--- config.mk ---
export PLATFORM = sky130hd
export DESIGN_NAME = display_mux_decoder_flat
export DESIGN_NICKNAME = d
export VERILOG_FILES = /design/src/rtl/display_mux_decoder_if.sv /design/src/rtl/display_mux_decoder.sv /design/src/flat_wrapper.sv
export SDC_FILE = /design/constraint.sdc
export NUM_CORES = 1
export LEC_CHECK = 0
export CAP_MARGIN = 0
export CORE_ASPECT_RATIO = 1.5
export CORE_MARGIN = 2
export CORE_UTILIZATION = 55
export CTS_CLUSTER_DIAMETER = 30
export DETAILED_ROUTE_END_ITERATION = 10
export GPL_ROUTABILITY_DRIVEN = 0
export HOLD_SLACK_MARGIN = 0.1
export PLACE_DENSITY_LB_ADDON = 0.15
export SETUP_SLACK_MARGIN = 0.02
export SLEW_MARGIN = 40
export SYNTH_ARGS = -nofsm -noshare
export SYNTH_HDL_FRONTEND = slang
export SYNTH_SLANG_ARGS = --single-unit
--- constraint.sdc ---
create_clock -name clk -period 3.4 [get_ports clk]
set_clock_uncertainty 0.15 [all_clocks]
set_input_delay 0.51 -clock clk [delete_from_list [all_inputs] [get_ports clk]]
set_output_delay 0.51 -clock clk [all_outputs]
set_load 0.02 [all_outputs]
--- src/rtl/display_mux_decoder_if.sv ---
// Display bus for display_mux_decoder: value load handshake, ring-counter scan inputs,
// and the registered segment/anode outputs.
interface display_mux_decoder_if;
  logic [15:0] data;
  logic [3:0]  dp;
  logic        load;
  logic        busy;
  logic [1:0]  sel;
  logic [3:0]  anodo;
  logic [6:0]  seg;
  logic        seg_dp;
  logic [3:0]  an;
  logic        err;

  modport master (
    output data, dp, load, sel, anodo,
    input  busy, seg, seg_dp, an, err
  );

  modport slave (
    input  data, dp, load, sel, anodo,
    output busy, seg, seg_dp, an, err
  );
endinterface

--- src/rtl/display_mux_decoder.sv ---
// Double-buffered 4-digit hex display decoder; swaps values only at frame boundaries.
// Optional build macro LEADING_ZERO_BLANK_EN blanks digits above the top nonzero nibble.
module display_mux_decoder #(
  parameter bit SEG_ACTIVE_LOW = 1'b1,
  parameter bit AN_ACTIVE_LOW  = 1'b0
) (
  input  logic                  clk,
  input  logic                  rst,
  display_mux_decoder_if.slave  bus
);

  localparam logic [6:0] SEG_OFF = SEG_ACTIVE_LOW ? 7'h7F : 7'h00;
  localparam logic       DP_OFF  = SEG_ACTIVE_LOW;
  localparam logic [3:0] AN_OFF  = AN_ACTIVE_LOW ? 4'hF : 4'h0;

  logic [15:0] act_data;
  logic [3:0]  act_dp;
  logic [15:0] pend_data;
  logic [3:0]  pend_dp;
  logic        pend;

  logic        boundary;
  logic [3:0]  sel_onehot;
  logic        anode_bad;
  logic [3:0]  nibble;
  logic        blank;
  logic [6:0]  seg_raw;
  logic [6:0]  seg_next;
  logic        dp_next;
  logic [3:0]  an_next;

  function automatic logic [6:0] hex_to_seg(input logic [3:0] hex);
    logic [6:0] s;
    case (hex)
      4'h0: s = 7'h3F;
      4'h1: s = 7'h06;
      4'h2: s = 7'h5B;
      4'h3: s = 7'h4F;
      4'h4: s = 7'h66;
      4'h5: s = 7'h6D;
      4'h6: s = 7'h7D;
      4'h7: s = 7'h07;
      4'h8: s = 7'h7F;
      4'h9: s = 7'h6F;
      4'hA: s = 7'h77;
      4'hB: s = 7'h7C;
      4'hC: s = 7'h39;
      4'hD: s = 7'h5E;
      4'hE: s = 7'h79;
      default: s = 7'h71;
    endcase
    return s;
  endfunction

  assign boundary   = (bus.sel == 2'd3);
  assign sel_onehot = 4'b0001 << bus.sel;
  assign anode_bad  = (bus.anodo != sel_onehot);
  assign nibble     = act_data[{bus.sel, 2'b00} +: 4];
  assign seg_raw    = hex_to_seg(nibble);

`ifdef LEADING_ZERO_BLANK_EN
  // A digit is blank when it and every digit above it are zero; digit 0 always shows.
  always_comb begin
    blank = 1'b0;
    case (bus.sel)
      2'd1: blank = (act_data[15:4] == 12'h000);
      2'd2: blank = (act_data[15:8] == 8'h00);
      2'd3: blank = (act_data[15:12] == 4'h0);
      default: blank = 1'b0;
    endcase
  end
`else
  assign blank = 1'b0;
`endif

  always_comb begin
    seg_next = blank ? SEG_OFF : (seg_raw ^ {7{SEG_ACTIVE_LOW}});
    dp_next  = act_dp[bus.sel] ^ SEG_ACTIVE_LOW;
    an_next  = anode_bad ? AN_OFF : (sel_onehot ^ {4{AN_ACTIVE_LOW}});
  end

  // Load/swap: a load at the boundary goes straight to the shown value and drops any pending one.
  always_ff @(posedge clk) begin
    if (rst) begin
      act_data  <= 16'h0000;
      act_dp    <= 4'h0;
      pend_data <= 16'h0000;
      pend_dp   <= 4'h0;
      pend      <= 1'b0;
    end else if (boundary) begin
      if (bus.load) begin
        act_data <= bus.data;
        act_dp   <= bus.dp;
        pend     <= 1'b0;
      end else if (pend) begin
        act_data <= pend_data;
        act_dp   <= pend_dp;
        pend     <= 1'b0;
      end
    end else if (bus.load) begin
      pend_data <= bus.data;
      pend_dp   <= bus.dp;
      pend      <= 1'b1;
    end
  end

  // Output stage uses act as it was this cycle, so a boundary swap shows from the next digit 0.
  always_ff @(posedge clk) begin
    if (rst) begin
      bus.seg    <= SEG_OFF;
      bus.seg_dp <= DP_OFF;
      bus.an     <= AN_OFF;
      bus.err    <= 1'b0;
    end else begin
      bus.seg    <= seg_next;
      bus.seg_dp <= dp_next;
      bus.an     <= an_next;
      if (anode_bad) begin
        bus.err <= 1'b1;
      end
    end
  end

  assign bus.busy = pend;

endmodule

--- src/flat_wrapper.sv ---
// flat-port wrapper written by rule: the top's interface ports become plain ports
module display_mux_decoder_flat 
#(
  parameter bit SEG_ACTIVE_LOW = 1'b1,
  parameter bit AN_ACTIVE_LOW  = 1'b0
)
  (clk, rst, bus_data, bus_dp, bus_load, bus_sel, bus_anodo, bus_busy, bus_seg, bus_seg_dp, bus_an, bus_err);
  display_mux_decoder_if bus_i ();
  input  logic clk;
  input  logic rst;
  input wire logic [$bits(bus_i.data)-1:0] bus_data;
  input wire logic [$bits(bus_i.dp)-1:0] bus_dp;
  input wire logic [$bits(bus_i.load)-1:0] bus_load;
  input wire logic [$bits(bus_i.sel)-1:0] bus_sel;
  input wire logic [$bits(bus_i.anodo)-1:0] bus_anodo;
  output wire logic [$bits(bus_i.busy)-1:0] bus_busy;
  output wire logic [$bits(bus_i.seg)-1:0] bus_seg;
  output wire logic [$bits(bus_i.seg_dp)-1:0] bus_seg_dp;
  output wire logic [$bits(bus_i.an)-1:0] bus_an;
  output wire logic [$bits(bus_i.err)-1:0] bus_err;
  assign bus_i.data = bus_data;
  assign bus_i.dp = bus_dp;
  assign bus_i.load = bus_load;
  assign bus_i.sel = bus_sel;
  assign bus_i.anodo = bus_anodo;
  assign bus_busy = bus_i.busy;
  assign bus_seg = bus_i.seg;
  assign bus_seg_dp = bus_i.seg_dp;
  assign bus_an = bus_i.an;
  assign bus_err = bus_i.err;
  display_mux_decoder #(.SEG_ACTIVE_LOW(SEG_ACTIVE_LOW), .AN_ACTIVE_LOW(AN_ACTIVE_LOW)) u_core (.clk(clk), .rst(rst), .bus(bus_i));
endmodule
Word-level counts from Yosys, hierarchy flattened. Memory sizes are Yosys's and may differ from the RTL's. Index checks and enable logic that the tools add are counted.

Bits in registers: 54. Memories kept: 1. Input bits: 29. Output and inout port bits: 14. Bits in read-only memories: 112. Logic and storage cells: 29.

Bitwise operators: 3. Shift operators: 2. Order comparisons: 1. Reduce and logical (&&, ||, !) cells: 5. Eq/ne operators: 2. Muxes and demuxes: 6.

Memory list: (no name shown) (words 16, width 7, rd ports 1, clocked after memory_dff 0, write ports 0, RTL line display_mux_decoder.sv:34) `case (hex)`.

Operators with widths (count): $mux W16 (2); $shiftx A16 B5 Y4 (1); $mux W4 (2); $not A7 Y7 (1); $ne A4 B4 Y1 (1); $reduce_and A2 Y1 (2); $reduce_or A2 Y1 (2); $shl A1 B2 Y4 const A (1); $lt A2 B3 Y1 const B (1); $bmux W1 S2 (1); $eq A2 B2 Y1 const B (1); $not A1 Y1 (2); $reduce_bool A2 Y1 (1); $mux W1 (1).

Logic depth before layout (Yosys ltp). Gate-level depths: netlist of run 1.

Word-level depth: 3. Gate-level depth with buffers: 7. Gate-level depth less buffers: 6.

Least setup slack after synthesis of run 1. OpenSTA, ideal clock, no wires.

Path type: input -> register. Start point: input bus_sel[0]. End point: register u_core.bus.seg[3]. Library setup time: 0.120 ns. Path slack: 1.304 ns. Stages: 6. Data required time: 3.130 ns. Data arrival time: 1.826 ns. Buffers on the path: 1. Cell sequence: buf_6 -> mux4_1 -> ha_1 -> mux2i_1 -> nand3_1 -> o31a_1.

Longest elaborated chain between the ends: 3.

RTL lines: start, declared (RTL line flat_wrapper.sv:14) `input wire logic [$bits(bus_i.sel)-1:0] bus_sel;`; $shiftx A16 B5 Y4 (RTL line display_mux_decoder.sv:58) `assign nibble = act_data[{bus.sel, 2'b00} +: 4];`; $mem_v2 Z16 W7; $not A7 Y7 (no line); end signal, assigned (RTL line display_mux_decoder.sv:115) `bus.seg <= seg_next;`; end, declared (RTL line display_mux_decoder_if.sv:22) `output busy, seg, seg_dp, an, err`.

Every way passes these cells. A chain may end at the register's enable or synchronous reset.

Final worst setup path of run 1.
Start point: input bus_sel[0]. End point: register u_core.bus.an[2].

Longest elaborated chain between the ends: 3.

RTL lines: $shl A1 B2 Y4 (*) (RTL line display_mux_decoder.sv:56) `assign sel_onehot = 4'b0001 << bus.sel;`; $ne A4 B4 Y1 (RTL line display_mux_decoder.sv:57) `assign anode_bad = (bus.anodo != sel_onehot);`; $reduce_or A2 Y1 (no line); end signal, assigned (RTL line display_mux_decoder.sv:117) `bus.an <= an_next;`; end, declared (RTL line display_mux_decoder_if.sv:22).

Every way passes the cells marked *; elsewhere a longest branch is shown, timed or not.

==> results of run 1 <==
[layout make-up]
type	instances	area, um2	share of cell area
clock inverter	2	60.1	0.0203
inverter	6	22.5	0.00760
sequential	54	1080	0.365
tap	46	57.6	0.0194
multi-input combinational	178	1200	0.407
timing repair buffer	47	453	0.153
clock buffer	6	82.6	0.0279
[state kept, by name, indices dropped and copies added, names as in the netlist]
signal,cells
u_core.act_data,16
u_core.act_dp,4
u_core.bus.an,4
u_core.bus.busy,1
u_core.bus.err,1
u_core.bus.seg,7
u_core.bus.seg_dp,1
u_core.pend_data,16
u_core.pend_dp,4
[layout by cell type (no fill, tap or decap), types with 2 or more instances in the layout]
master / instances
a21oi_1: 24
clkbuf_8: 6
dfxtp_1: 54
nand2b_1: 2
ha_1: 6
nand2_1: 45
buf_4: 5
clkdlybuf4s50_1: 41
a31oi_1: 2
o21ai_0: 3
nor4_1: 4
mux2i_1: 22
inv_1: 5
mux4_1: 4
nor2_1: 26
bufinv_16: 2
a211oi_1: 21
[stage by stage]
stage	area, um2	power, W	hold WS [ns]
5_1_grt	2960	0.00149	0.327
3_5_place_dp	2820	0.000936	0.296
6_report	2960	0.00144	0.307
4_1_cts	2960	0.00145	0.309
2_1_floorplan	2400	0.000847	0.286
3_3_place_gp	2820	0.000931	0.291
[how the worst max path moves through the flow]
| stage | from | end |
|---|---|---|
| final | bus_sel[0] | u_core.bus.an[2] |
| after detailed placement | bus_sel[0] | u_core.bus.an[2] |
| after global placement | bus_sel[0] | u_core.bus.an[2] |
| after floorplan | bus_sel[0] | u_core.bus.seg[3] |
| after CTS | bus_sel[0] | u_core.bus.an[2] |
| after global routing | bus_sel[0] | u_core.bus.seg[4] |
[per-layer routing]
| metal | vias to the layer above | share of wire |
|---|---|---|
| met3 | 11 | 0.034 |
| met1 | 912 | 0.41 |
| met5 | - | 0 |
| met4 | 0 | 0.030 |
| met2 | 52 | 0.53 |
| li1 | 984 | - |
[power breakdown]
| group | internal [W] | total (W) | leakage [nW] | switching [W] |
|---|---|---|---|---|
| sequential | 0.000672 | 0.000689 | 0.444 | 0.0000169 |
| clock | 0.000314 | 0.000517 | 0.0714 | 0.000203 |
| combinational | 0.000111 | 0.000232 | 0.620 | 0.000121 |
| total | 0.00110 | 0.00144 | 1.14 | 0.000341 |
[cells by family after synthesis]
family,share of synthesized area
AOI/OAI and AO/OA,0.162
muxes,0.150
and+or+nand+nor,0.158
adders and majority gates,0.0313
DFF,0.451
buffers and inverters,0.0470
[critical path, delay by kind of cell]
family / cells / cell delay (ns)
AO/OA/AOI/OAI: 2 / 0.77
buffers and inverters: 3 / 0.96
AND/OR/NAND/NOR: 1 / 0.37
==> run metrics, run 1 <==
status=finished, final reports clean; Post-synth ARST share=0; core box area=around 4200 um2; Pwr Density=486 nW/um2; fin nets=about 330; Hold Path Origin=u_core.pend_data[3]; Top FF cell, synth=dfxtp_1; synth cell count leaders=dfxtp_1 (54), nand2_1 (45), nor2_1 (27); H-tree Lvls=2; Inserted Diodes=0; Clock Tree Root=clkbuf_8; reg-to-reg endpoint=u_core.bus.seg[4]; sequential element share of the synthesized area=0.451; post-cts resize count=0; worst reg2reg setup slack=1.52 ns; final worst slack=~0.85 ns; postcts setup bufs=0; final hold violations=0; Port Buffer Count=between 40 and 50; Synth cell types=36; DRC viols=0; Die Ht=around 85 um; Place WS=0.523 ns; share of layout cells above drive strength 1=0.0751; DRT Pass-1 Iters=4; busiest grt layer=met2; Least-Margin Pin Slew=a little over 0.7 ns; Setup CP Type=in -> reg; syn nets=294; CTS tree=built; Ys Warns=0; Fillers=roughly 360; Max-Cap Viols=0; Post-synth EDFFs=0; post-DP HPWL=3.27 mm; initial antenna violation count=0; M2 GR Usage=0.360; FF-to-FF path depth=5; Worst-Skew Late Latency=roughly 0.30 ns; largest cells by area after synthesis=dfxtp_1 (45%), mux2i_1 (9.2%), nand2_1 (7.0%); area leader, netlist=dfxtp_1; Iteration-0 DRC Markers=52; cts hold-fix bufs=0; min-delay worst type=reg -> reg; first-pass GRT wire length=between 7 and 8 mm; WHS Endpoint=u_core.pend_data[3]; maximum vdd drop=around 0.4 mV; final setup fails=0; IO Pins=43; Clock Sinks=between 50 and 60; TNS Setup=0 ns; critical path peak fanout=8; Peak Freq=just under 400 MHz; Leak=approximately 1.1 nW; CP Capture Type=flop; Initial Util=0.569; total track usage=0.203; Slew Viols, Final=0; Routed Antenna Nets=0; largest net degree at the start of global routing=41; die footprint=~4900 um2; RSZ-0062 raised after global routing=no; vias in the first global route=~1900; hold depth=2; top-area cell type share of the netlist area=0.451; WP data arrival=around 2.6 ns; crit path launch type=input pin; synthesized netlist cell count=259; max_slew headroom=0.526; Avg WL per Cell=13.9 um; CP max-delay cell=clkdlybuf4s50_1; vias per cell=between 5 and 6; Inserted Clock Buffers=5; Tmin final=2.55 ns; DR vias=between 1500 and 2000; met1 Use GR=0.229; die width=between 50 and 60 um; Util after Layout=0.704; gr ovfl total=0; count leader, synth=dfxtp_1; crit-path max cell delay=0.67 ns; M3 GR Usage=0.0366; Mapped Avg Cell Area=between 9 and 10 um2; Crit path required time=~3.5 ns; Final Cycle Share=0.750; row count=29; crit-path cells=clkdlybuf4s50_1 > buf_4 > inv_2 > o41a_1 > or3_4 > a2111oi_4; Synth Register Bits=54; Clock Tree Buf Depth=2; wirelength, routed=4.73 mm; R2R Path Start=u_core.act_data[5]; Worst-path clk slew=0.09 ns; Post-Place Cells=between 300 and 400; Post-Syn Area=2400 um2; area grow syn2layout=23.6%; Non-Filler Instances=339
(Power assumes the default switching activity.)
==> run 2, diff against run 1 <==
- CORE_UTILIZATION: 55 -> 47
- clock period: 3.4 -> 2.33 ns (I/O delays scaled with it)
==> run 2 against run 1 <==
Net effect:
- total power grew 48%
- via count rose by 0.87%
- cell count is 10% higher
- clock power up 46%
- worst hold slack about the same
- wire length is 2.7% higher
- first-iteration DRC count increased by 90%
- critical path type unchanged
- highest routed layer unchanged
==> run metrics, run 2 (same netlist as run 1, synthesis figures left out) <==
status=finished, final reports clean; Leak=1.21 nW (+6.6%); TNS Setup=0 ns (unchanged); Max-Cap Viols=0 (unchanged); area grow syn2layout=30.1%; Inserted Clock Buffers=5 (unchanged); final hold violations=0 (unchanged); first-pass GRT wire length=8.42 mm (+7.1%); Avg WL per Cell=13.0 um (-6.6%); hold depth=2 (unchanged); Top Metal Used=met4; hold slack=0.306 ns (-0.0000560 ns); Initial Util=0.490 (-0.0790); wirelength, routed=4.86 mm (+2.7%); WP data arrival=2.25 ns (-0.36 ns); share of layout cells above drive strength 1=0.117 (+0.0422); Worst-Skew Late Latency=0.30 ns (about the same); routed wl met3=172 um (+6.8%); CTS tree=built; Final Cycle Share=0.944; gr ovfl total=0 (unchanged); FF-to-FF path depth=6 (+1); cts hold-fix bufs=0 (unchanged); leading cell type in the layout, fill and taps excluded=dfxtp_1; Clock Sinks=54 (unchanged); Routed Antenna Nets=0 (unchanged); CP Capture Type=flop; maximum vdd drop=0.575 mV (+45%); Crit path required time=2.38 ns (-1.08 ns); DRT Pass-1 Iters=4 (unchanged); FF+latch area=1080 um2 (unchanged); Setup CP Type=in -> reg; Post-Place Cells=365 (+10%); core box area=4890 um2 (+16%); most frequent cells in the layout=dfxtp_1 (54), nand2_1 (45), clkdlybuf4s50_1 (41), nor2_1 (26), a21oi_1 (24); final setup fails=0 (unchanged); Clock Tree Buf Depth=2 (unchanged); Util after Layout=0.638 (-0.0659); Peak Freq=455 MHz; Tmin final=around 2.2 ns; die footprint=5700 um2 (+16%); Inserted Diodes=0 (unchanged); Least-Margin Pin Slew=0.766 ns (+0.0576 ns); Die Ht=91.4 um (+7.8%); fin nets=341 (+4.3%); min-delay worst type=reg -> reg; postcts setup bufs=0 (unchanged); Pwr Total=0.00213 W (+48%); critical path peak fanout=8 (unchanged); vias in the first global route=1819 (-1.7%); DR vias=1976 (+0.87%); DRC viols=0 (unchanged); Worst-path clk slew=0.09 ns (about the same); wire length on met1=2.10 mm (+8.3%); R2R Path Start=u_core.act_data[5]; Clock Tree Root=clkbuf_8; Port Buffer Count=42 (unchanged); crit path launch type=input pin; Non-Filler Instances=373 (+10%); Iteration-0 DRC Markers=99 (+90%); row count=31 (+6.9%); biggest regs=u_core.act_data: 16 flops, u_core.pend_data: 16 flops, u_core.bus.seg: 7 flops; max_slew headroom=0.489 (-0.0373); Fillers=435 (+23%); start point of the critical path=bus_sel[0]; die width=62.3 um (+7.6%); initial antenna violation count=0 (unchanged); post-DP HPWL=3.54 mm (+8.2%); Pwr Density=684 nW/um2 (+41%); metal2 WL=2.52 mm (+1.3%); RSZ-0062 raised after global routing=no; largest net degree at the start of global routing=41 (unchanged); Hold Path Origin=u_core.pend_dp[0]; H-tree Lvls=2 (unchanged); Slew Viols, Final=0 (unchanged); IO Pins=43 (unchanged); area of the multi-input gates=1200 um2 (unchanged); post-cts resize count=0 (unchanged); vias per cell=5.30 (-8.3%); total track usage=0.179 (-0.0244)
run 2: final timing paths:
| check | to | slack [ns] |
|---|---|---|
| max reg2reg | u_core.bus.seg[5] | 0.56 |
| min reg2reg | u_core.pend_dp[0] | 0.31 |
| max | u_core.bus.an[2] | 0.13 |
| min | u_core.pend_dp[0] | 0.31 |
run 2: per-layer routing:
metal	vias up	global-route usage
met5	-	0
met1	921	0.213
li1	1006	-
met3	7	0.0322
met4	0	0.0556
met2	42	0.324
run 2: area by class of cell:
class / instances / share of cell area
flip-flops and latches: 54 / 0.347
well taps: 66 / 0.0265
multi-input cells: 178 / 0.387
repair buffers: 61 / 0.187
inverters: 6 / 0.00723
clock inverters: 2 / 0.0193
clock buffers: 6 / 0.0265
run 2: report_power, final:
| group | internal [W] | switching (W) | total [W] |
|---|---|---|---|
| combinational | 0.000186 | 0.000181 | 0.000367 |
| sequential | 0.000981 | 0.0000249 | 0.00101 |
| clock | 0.000458 | 0.000299 | 0.000757 |
| total | 0.00163 | 0.000505 | 0.00213 |
run 2: worst max-delay path: stages:
cell and delay [ns]:
clkdlybuf4s50_1 0.46, buf_4 0.16, buf_4 0.14, inv_2 0.04
o41a_1 0.42, or3_4 0.36, a2111oi_4 0.34
run 2: metrics by stage:
stage	area, um2	setup slack [ns]
2_1_floorplan	2400	0.395
3_3_place_gp	2970	-0.159
3_5_place_dp	2970	-0.183
4_1_cts	3120	0.131
5_1_grt	3120	0.0626
6_report	3120	0.131
==> run 3, diff against run 2 <==
- ABC_AREA: not set -> 1
- CORE_UTILIZATION: 47 -> 48
- PLACE_DENSITY: not set -> 0.79
- PLACE_DENSITY_LB_ADDON: 0.15 -> not set
==> run 3 against run 2 <==
Net effect:
- wire length grew 7.1%
- via count grew 17%
- total power shrank 6.2%
- sequential cell count is the same
- non-clock buffer count shrank 8
- setup slack gained 0.16 ns
- combinational power grew 5%
- first-iteration DRC count grew 39%
- maximum frequency grew 7.6%
- critical path depth grew 6
- register-to-register slack gained 0.14 ns
- critical endpoint is now u_core.bus.seg[3]
- highest routed layer unchanged
==> run metrics, run 3 <==
CTS tree=built; hold depth=2 (unchanged); Top FF cell, synth=dfxtp_1; postcts setup bufs=0 (unchanged); Max-Cap Viols=0 (unchanged); Pwr Total=0.00200 W (-6.2%); Worst-Skew Late Latency=0.30 ns (about the same); Port Buffer Count=42 (unchanged); sequential element share of the synthesized area=0.421 (-0.0297); Post-Syn Area=2560 um2 (+7.0%); Post-Place Cells=448 (+23%); clock power share=0.304 (-0.051); Least-Margin Pin Slew=0.510 ns (-0.256 ns); Reg power frac=0.504 (+0.032); Post-synth ARST share=0 (unchanged); Avg WL per Cell=11.4 um (-12%); Crit path required time=2.37 ns (about the same); WHS Endpoint=u_core.pend_data[3]; most frequent cells in the layout=nand2_1 (63), dfxtp_1 (54), o21ai_0 (50), clkdlybuf4s50_1 (42), nor2_1 (41); post-cts resize count=0 (unchanged); Iteration-0 DRC Markers=138 (+39%); Non-Filler Instances=456 (+22%); DRC viols=0 (unchanged); Die Ht=93.5 um (+2.3%); Worst-path clk slew=0.09 ns (about the same); RSZ-0062 raised after global routing=no; Clock Tree Buf Depth=2 (unchanged); Slew Viols, Final=0 (unchanged); min-delay worst type=reg -> reg; WP data arrival=2.08 ns (-0.17 ns); cts hold-fix bufs=0 (unchanged); biggest regs=u_core.act_data: 16 flops, u_core.pend_data: 16 flops, u_core.bus.seg: 7 flops; Leak=1.35 nW (+11%); Ys Warns=0 (unchanged); Fillers=447 (+2.8%); IO Pins=43 (unchanged); Hold Path Origin=u_core.pend_data[3]; critical path peak fanout=6 (-2); area leader, netlist=dfxtp_1; Pwr Density=628 nW/um2 (-8.1%); reg-to-reg endpoint=u_core.bus.seg[3]; Initial Util=0.497 (+0.00634); Internal=0.00148 W (-9.1%); synth cell count leaders=nand2_1 (63), dfxtp_1 (54), o21ai_0 (50); vias per cell=5.06 (-4.5%); Post-synth EDFFs=0 (unchanged); Mapped Avg Cell Area=7.41 um2 (-20%); DRT Pass-1 Iters=4 (unchanged); largest net degree at the start of global routing=42 (+2.4%); Peak Freq=489 MHz (+7.6%); wirelength, routed=5.20 mm (+7.1%); DR vias=2308 (+17%); vias in the first global route=2143 (+18%); status=finished, final reports clean; Routed Antenna Nets=0 (unchanged); worst reg2reg setup slack=0.70 ns (+0.14 ns); maximum vdd drop=0.388 mV (-32%); Inserted Diodes=0 (unchanged); final hold violations=0 (unchanged); synthesized netlist cell count=346 (+34%); Inserted Clock Buffers=5 (unchanged); Sw Share=0.261 (+0.0237); post-DP HPWL=3.82 mm (+7.8%); Switching Power=0.000521 W (+3.2%); final setup fails=0 (unchanged); fin nets=422 (+24%); count leader, synth=nand2_1; Util after Layout=0.616 (-0.0219); largest cells by area after synthesis=dfxtp_1 (42%), o21ai_0 (9.8%), nand2_1 (9.2%); row count=32 (+3.2%); combinational power share=0.192 (+0.020); FF-to-FF path depth=11 (+5); area grow syn2layout=24.0%; CP Capture Type=flop; first-pass GRT wire length=9.18 mm (+9.0%); H-tree Lvls=2 (unchanged); max_slew headroom=0.659 (+0.170); Tmin final=2.04 ns (-0.156 ns); Synth Register Bits=54 (unchanged); R2R Path Start=u_core.act_data[8]; Clock Tree Root=clkbuf_8; syn nets=381 (+30%); core box area=5160 um2 (+5.7%); leading cell type in the layout, fill and taps excluded=nand2_1; Synth cell types=24 (-33%); gr ovfl total=0 (unchanged); top-area cell type share of the netlist area=0.421 (-0.0297); die footprint=5960 um2 (+4.6%); Clock Sinks=54 (unchanged); initial antenna violation count=0 (unchanged); crit path launch type=input pin; total track usage=0.192 (+0.0127); Final Cycle Share=0.877 (-0.0670); Setup CP Type=in -> reg; die width=63.7 um (+2.2%); share of layout cells above drive strength 1=0.108 (-0.00902)
[run 3: cell count changes in the layout (fill, tap and decap cells not counted), moves of 5 or more]
cell | previous run | this run
nand2_1 | 45 | 63
o21ai_0 | 3 | 50
inv_1 | 5 | 37
a211oi_2 | 0 | 12
nand3_1 | 1 | 13
nor2_1 | 26 | 41
a211oi_1 | 21 | 0
buf_4 | 17 | 9
mux2i_1 | 22 | 0
nand2_2 | 0 | 5
[run 3: layout make-up]
cell class	count	area, um2	share of cell area
multi-input cells	233	1230	0.387
flip-flops and latches	54	1080	0.340
repair buffers	53	528	0.166
inverters	40	150	0.0472
well taps	68	85.1	0.0268
clock buffers	7	76.3	0.0240
clock inverters	1	30.0	0.00944
[run 3: kinds of logic (layout without fill, tap and decap cells)]
kind of cell / after synthesis / count (layout) / synth area share
flip-flops: 54 / 54 / 0.421
buffers and inverters: 59 / 101 / 0.0990
AND/OR/NAND/NOR: 129 / 129 / 0.217
XOR/XNOR: 4 / 4 / 0.0137
AO/OA/AOI/OAI: 94 / 94 / 0.220
adder cells (fa/ha/maj): 6 / 6 / 0.0293
[run 3: per-layer routing]
metal  vias up  track usage  routed length [um]
li1       1189            -                   -
met5         -            0                   0
met4         0       0.0924                 118
met3         8       0.0325                 186
met2        58        0.337                2670
met1      1053        0.223                2230
[run 3: power by group through the flow]
stage,Combinational [W],Sequential (W),Clock (W)
final,0.000384,0.00101,0.000607
after global routing,0.000431,0.00101,0.000670
after CTS,0.000385,0.00101,0.000622
after detailed placement,0.000383,0.00103,0
after global placement,0.000375,0.00103,0
after floorplan,0.000219,0.00105,0
[run 3: how the worst max path moves through the flow]
stage	startpoint	end	slack, ns	cells after the start
6_report	bus_sel[1]	u_core.bus.seg[3]	0.29	13
5_1_grt	bus_sel[0]	u_core.bus.seg[0]	0.15	12
4_1_cts	bus_sel[1]	u_core.bus.seg[5]	0.28	13
3_5_place_dp	bus_sel[1]	u_core.bus.seg[5]	-0.03	13
3_3_place_gp	bus_sel[1]	u_core.bus.seg[5]	0.003	13
2_1_floorplan	bus_sel[1]	u_core.bus.seg[5]	0.59	12
[run 3: worst max-delay path, stage by stage]
cell and delay [ns]:
clkdlybuf4s50_1 0.51, buf_4 0.21, nand2_4 0.06, inv_1 0.04, nand2_1 0.05, nand2_1 0.08, nor2_4 0.17, inv_1 0.10
ha_1 0.22, nand2_1 0.11, nand2_1 0.06, nand2_1 0.06, nand3_1 0.06
[run 3: through the flow]
step	hold WS, ns	worst slack, ns	cell area, um2	TNS [ns]
after global routing	0.312	0.147	3180	0
final	0.298	0.287	3180	0
after floorplan	0.274	0.586	2560	0
after CTS	0.301	0.281	3180	0
after global placement	0.282	0.00344	3070	0
after detailed placement	0.288	-0.0295	3070	-0.0546
